File: src/rtl/ppu_pixel_writer.sv
// ppu_pixel_writer: write side of the PPU-to-VGA strip buffer.
// Turns each new visible PPU pixel into one buffer write one cycle later,
// and flags line/strip/frame boundaries, resyncs and skipped dots.
`timescale 1ns/1ps
module ppu_pixel_writer #(
  parameter int H_VISIBLE   = 256,
  parameter int V_VISIBLE   = 240,
  parameter int ADDR_Y_BITS = 5,
  parameter int ADDR_X_BITS = 8
) (
  input  logic                               clock,
  input  logic                               reset,
  input  logic                               enable,
  input  logic [8:0]                         xIdx,
  input  logic [8:0]                         yIdx,
  input  logic [4:0]                         pal_index,
  output logic                               wr_en,
  output logic [ADDR_Y_BITS+ADDR_X_BITS-1:0] wr_addr,
  output logic [4:0]                         wr_data,
  output logic                               line_done,
  output logic                               strip_done,
  output logic                               frame_done,
  output logic                               frame_abort,
  output logic                               skip_err,
  output logic [7:0]                         frame_count,
  output logic                               synced
);

  localparam int                     AW         = ADDR_Y_BITS + ADDR_X_BITS;
  localparam logic [8:0]             X_LAST     = 9'(H_VISIBLE);
  localparam logic [8:0]             Y_LAST     = 9'(V_VISIBLE - 1);
  localparam logic [ADDR_Y_BITS-1:0] STRIP_LAST = '1;

  typedef enum logic [1:0] {ST_SYNC, ST_ACTIVE, ST_VBLANK} state_t;

  state_t                 state_q, state_d;
  logic [8:0]             x_prev_q;
  logic                   wr_en_q, wr_en_d;
  logic [AW-1:0]          wr_addr_q, wr_addr_d;
  logic [4:0]             wr_data_q, wr_data_d;
  logic                   line_q, line_d;
  logic                   strip_q, strip_d;
  logic                   frame_q, frame_d;
  logic                   abort_q, abort_d;
  logic                   skip_q, skip_d;
  logic [7:0]             fcount_q, fcount_d;

  logic                   pix_event;
  logic                   at_origin;
  logic                   visible;
  logic [ADDR_X_BITS-1:0] pix_x;

  // A dot counter change is the only thing that marks a new pixel; PPU x
  // runs one ahead of the pixel it describes, hence the -1.
  assign pix_event = enable && (xIdx != x_prev_q);
  assign at_origin = (xIdx == 9'd0) && (yIdx == 9'd0);
  assign visible   = pix_event && (xIdx >= 9'd1) && (xIdx <= X_LAST) && (yIdx <= Y_LAST);
  assign pix_x     = ADDR_X_BITS'(xIdx - 9'd1);

  // Next-state and registered-output decode for the sync FSM.
  always_comb begin
    state_d   = state_q;
    wr_en_d   = 1'b0;
    wr_addr_d = wr_addr_q;
    wr_data_d = wr_data_q;
    line_d    = 1'b0;
    strip_d   = 1'b0;
    frame_d   = 1'b0;
    abort_d   = 1'b0;
    skip_d    = 1'b0;
    fcount_d  = fcount_q;
    case (state_q)
      ST_SYNC, ST_VBLANK: begin
        if (pix_event && at_origin) state_d = ST_ACTIVE;
      end
      ST_ACTIVE: begin
        if (pix_event && at_origin) begin
          // Frame restarted early: abandon it and begin the new one at once.
          abort_d = 1'b1;
        end else if (visible) begin
          wr_en_d   = 1'b1;
          wr_addr_d = {yIdx[ADDR_Y_BITS-1:0], pix_x};
          wr_data_d = pal_index;
          skip_d    = (xIdx != x_prev_q + 9'd1);
          if (xIdx == X_LAST) begin
            line_d  = 1'b1;
            strip_d = (yIdx[ADDR_Y_BITS-1:0] == STRIP_LAST) || (yIdx == Y_LAST);
            if (yIdx == Y_LAST) begin
              frame_d  = 1'b1;
              fcount_d = fcount_q + 8'd1;
              state_d  = ST_VBLANK;
            end
          end
        end
      end
      default: state_d = ST_SYNC;
    endcase
  end

  // State and output registers; x_prev tracks xIdx even while disabled so
  // re-enabling never produces a stale event.
  always_ff @(posedge clock) begin
    if (!reset) begin
      state_q   <= ST_SYNC;
      x_prev_q  <= 9'd0;
      wr_en_q   <= 1'b0;
      wr_addr_q <= '0;
      wr_data_q <= 5'd0;
      line_q    <= 1'b0;
      strip_q   <= 1'b0;
      frame_q   <= 1'b0;
      abort_q   <= 1'b0;
      skip_q    <= 1'b0;
      fcount_q  <= 8'd0;
    end else begin
      state_q   <= state_d;
      x_prev_q  <= xIdx;
      wr_en_q   <= wr_en_d;
      wr_addr_q <= wr_addr_d;
      wr_data_q <= wr_data_d;
      line_q    <= line_d;
      strip_q   <= strip_d;
      frame_q   <= frame_d;
      abort_q   <= abort_d;
      skip_q    <= skip_d;
      fcount_q  <= fcount_d;
    end
  end

  assign wr_en       = wr_en_q;
  assign wr_addr     = wr_addr_q;
  assign wr_data     = wr_data_q;
  assign line_done   = line_q;
  assign strip_done  = strip_q;
  assign frame_done  = frame_q;
  assign frame_abort = abort_q;
  assign skip_err    = skip_q;
  assign frame_count = fcount_q;
  assign synced      = (state_q != ST_SYNC);

endmodule
File: config.mk
export PLATFORM = sky130hd
export DESIGN_NAME = ppu_pixel_writer
export DESIGN_NICKNAME = d
export VERILOG_FILES = /design/src/rtl/ppu_pixel_writer.sv
export SDC_FILE = /design/constraint.sdc
export NUM_CORES = 1
export LEC_CHECK = 0
export CORE_ASPECT_RATIO = 2
export CORE_MARGIN = 3
export CORE_UTILIZATION = 44
export CTS_CLUSTER_DIAMETER = 200
export DETAILED_ROUTE_END_ITERATION = 6
export PLACE_DENSITY = 0.75
export SYNTH_ARGS = -nofsm -noshare
export SYNTH_HDL_FRONTEND = slang
export SYNTH_SLANG_ARGS = --single-unit
File: constraint.sdc
create_clock -name clock -period 1.8 [get_ports clock]
set_input_delay 0.18 -clock clock [delete_from_list [all_inputs] [get_ports clock]]
set_output_delay 0.18 -clock clock [all_outputs]
set_load 0.01 [all_outputs]
==> results.py <==
metrics = {
    "sta": {
        "setup_tns_ps": 0,
        "slew_viol_final": 0,
        "worst_clock_skew_ps": 3.39,
        "fin_crit_ps": 1780,
        "number_of_hold_violations_in_the_final_report": 0,
        "worstMarginPinSlew_ps": 496,
        "max_freq_mhz": 562,
        "slew-limit-headroom": 0.669,
        "rsz0062_at_grt": "yes",
        "min_period_over_period": 0.989,
        "final-setup-viol-count": 0,
    },
    "power": {
        "switchingPower_uw": 566,
        "peakVddDrop_uv": 511,
        "pwr-share-comb": 0.200,
        "clkPwrFrac": 0.309,
        "power_per_cell_area_nw_per_um2": 514,
        "power_frac_seq": 0.490,
        "leakagePower_nw": 1.54,
        "cellInternalPower_mw": 1.43,
        "power.switching_fraction": 0.284,
    },
    "critical_path": {
        "start_kind": "register",
        "setup.worst_path.class": "register to register",
        "critPathArrivalTime_ps": 2010,
        "cp.required_ps": 2030,
        "timing.critical_path.max_delay_family": "simple AND/OR/NAND/NOR gates",
        "crit_path_max_fo": 6,
        "timing.critical_path.buf_inv": 1,
        "cp_cell_sequence": "and2_4 > o211ai_4 > buf_6 > o311ai_4 > or4_4 > a21oi_2",
        "cpPeakStageDelay_ps": 550,
        "terminus_of_the_critical_flop_to_flop_path": "frame_count[3]",
        "reg2reg_from": "x_prev_q[6]",
        "cp-end-kind": "register",
        "r2r_setup_slack_ps": 20,
        "critical_path.slowest_cell": "or4_4",
        "r2r.worst_path.cells": 6,
    },
    "clock_tree": {
        "clk_pin_slew_worst_paths_ps": 90,
        "cts_made_buffers": 5,
        "tritoncts": "yes",
        "worstSkewPairLatency_ps": 300,
        "tritoncts_num_sinks": 43,
        "clockRootBuffer": "clkbuf_8",
        "h-tree-depth": 2,
        "clockBufferDepth": 2,
        "hold_fix_buffers_at_cts": 0,
    },
    "global_routing": {
        "grt_antenna_before_repair": 0,
        "grt_max_degree": 31,
        "overall_track_demand_over_capacity_in_global_routing": 0.250,
        "grt_pass1_vias": 2534,
        "grt_first_pass_wirelength_mm": 12.1,
        "globalRouteOverflowTotal": 0,
    },
    "floorplan": {
        "ioPinCount": 59,
        "start_util": 0.458,
        "floorplan.die.height_um": 110,
        "floorplan.core_area_um2": 5180,
        "design.die.area_um2": 6370,
        "dieWidth_um": 58.0,
        "floorplan.rows": 37,
    },
    "synth": {
        "yosys_register_bits": 43,
        "synth_area_um2": 2370,
        "syn-instance-count": 262,
        "post_synth_num_cell_types": 60,
        "avgSynthCellArea_um2": 9.06,
        "seq_area_frac_synth": 0.362,
        "syn-num-nets": 293,
        "most_used_flip_flop_cell_after_synthesis": "dfxtp_1",
        "synth_warnings": 0,
        "edff_count_synth": 0,
        "synth-async-reset-ratio": 0,
    },
    "route": {
        "avgViaCountPerCell": 5.88,
        "dr.first_iter.drc_count": 135,
        "drc_errors": 0,
        "routed_wirelength_mm": 8.41,
        "dr_total_vias": 2689,
        "drt-wirelength-per-cell_um": 18.4,
        "detail-route-antenna-nets": 0,
        "number_of_search_and_repair_iterations_in_the_first_detailed_routing_pass": 4,
    },
    "final_layout": {
        "commonest_non_fill_non_tap_cell_in_the_layout": "buf_4",
        "finalInstanceArea_um2": 3880,
        "final_core_utilization": 0.748,
        "proportion_of_layout_cells_with_a_drive_suffix_above_1": 0.409,
        "finish.cell_count_without_fillers": 457,
        "n_antenna_cell": 0,
        "nets": 429,
        "syn2layout_area_growth_pct": 63.4,
        "final_cell_mix": "buf_4 (79), clkdlybuf4s50_1 (40), dfxtp_1 (37)",
        "fillCellCount": 356,
    },
    "min_path": {
        "worstHoldStart": "xIdx[0]",
        "worst_hold_path.num_cells": 2,
        "worstHoldPathType": "input port to register",
        "hold_path_end": "wr_addr[0]",
    },
    "placement": {
        "place.gp.congestion": 0.936,
        "dpl_cell_area_um2": 3420,
        "post-dp-hpwl_mm": 5.54,
        "numPlacedInstances": 430,
        "port_buffers": 58,
    },
    "outcome": {
        "run_status": "complete, no violations",
    },
    "job": {
        "maxCapViolCount": 0,
    },
}
[repair_timing]
item	in CTS	in global routing
cloned	1	0
pin swaps	18	19
setup endpoints to repair	34	31
gates resized for setup	37	45
setup buffers	13	5
[layout make-up]
type	instances	area [um^2]	share of cell area
clock buffers	5	68.8	0.0177
well taps	58	72.6	0.0187
multi-input cells	197	1590	0.410
flip-flops and latches	43	871	0.224
inverters	7	26.3	0.00677
clock inverters	3	15.0	0.00387
repair buffers	144	1230	0.318
[sequential cells by signal, summed over array words and instances, names as in the netlist]
name         cells
frame_done       1
strip_done       1
line_done        1
x_prev_q         9
skip_err         1
wr_addr         13
frame_count      8
wr_data          5
frame_abort      1
state_q          2
wr_en            1
[stage by stage]
stage / power, mW / hold slack, ps / setup slack, ps
floorplan: 1.15 / 277 / 18.9
global placement: 1.32 / 464 / -590
detailed placement: 1.33 / 469 / -669
CTS: 1.96 / 333 / 2.35
global route: 2.05 / 159 / -33.2
finish: 1.99 / 152 / 20.2
[power groups by stage]
stage / Sequential, mW / Combinational [mW] / Clock, mW
floorplan: 0.993 / 0.157 / 0
global placement: 0.993 / 0.327 / 0
global route: 0.978 / 0.421 / 0.655
finish: 0.977 / 0.399 / 0.616
detailed placement: 0.994 / 0.335 / 0
CTS: 0.974 / 0.371 / 0.617
[Yosys cell counts, types with 3 or more instances]
master / number / area [um^2]
buf_6: 4 / 45.0
buf_4: 3 / 22.5
and3_1: 5 / 31.3
inv_1: 7 / 26.3
dfxtp_1: 43 / 861
xnor2_1: 11 / 96.3
o21ai_0: 15 / 75.1
ha_1: 5 / 62.6
nand2_1: 11 / 41.3
nor2_1: 14 / 52.6
buf_2: 6 / 30.0
nand3_1: 20 / 100
nor3_1: 6 / 30.0
and2_1: 6 / 37.5
xor2_1: 3 / 26.3
o31ai_1: 6 / 45.0
a211oi_1: 6 / 45.0
or4_1: 7 / 52.6
nand4_1: 5 / 31.3
a21oi_1: 28 / 140
[cell families (layout without fill, tap and decap cells)]
| logic type | Yosys count | in the layout | share of synthesized area |
|---|---|---|---|
| flops | 43 | 43 | 0.362 |
| simple gates | 101 | 101 | 0.263 |
| xor+xnor | 14 | 14 | 0.0516 |
| compound gates | 75 | 76 | 0.226 |
| fa+ha+maj | 5 | 5 | 0.0263 |
| buf+inv | 23 | 159 | 0.0611 |
| mux | 1 | 1 | 0.00948 |
[metal layers]
| metal | wire length [um] | part of all wire | track usage |
|---|---|---|---|
| met1 | 2860 | 0.34 | 0.247 |
| met2 | 4790 | 0.57 | 0.468 |
| met3 | 359 | 0.043 | 0.0306 |
| met4 | 398 | 0.047 | 0.167 |
| met5 | 0 | 0 | 0 |
[worst max-delay path by stage]
stage	slack (ps)	startpoint	cells past startpoint	endpoint
final	20	x_prev_q[6]	6	frame_count[3]
after detailed placement	-670	xIdx[5]	8	frame_count[0]
after CTS	2	yIdx[7]	8	frame_count[6]
after floorplan	20	x_prev_q[7]	5	wr_addr[3]
after global placement	-590	xIdx[5]	8	frame_count[0]
after global routing	-30	x_prev_q[6]	6	frame_count[5]
Power figures use the tool's default switching activity.
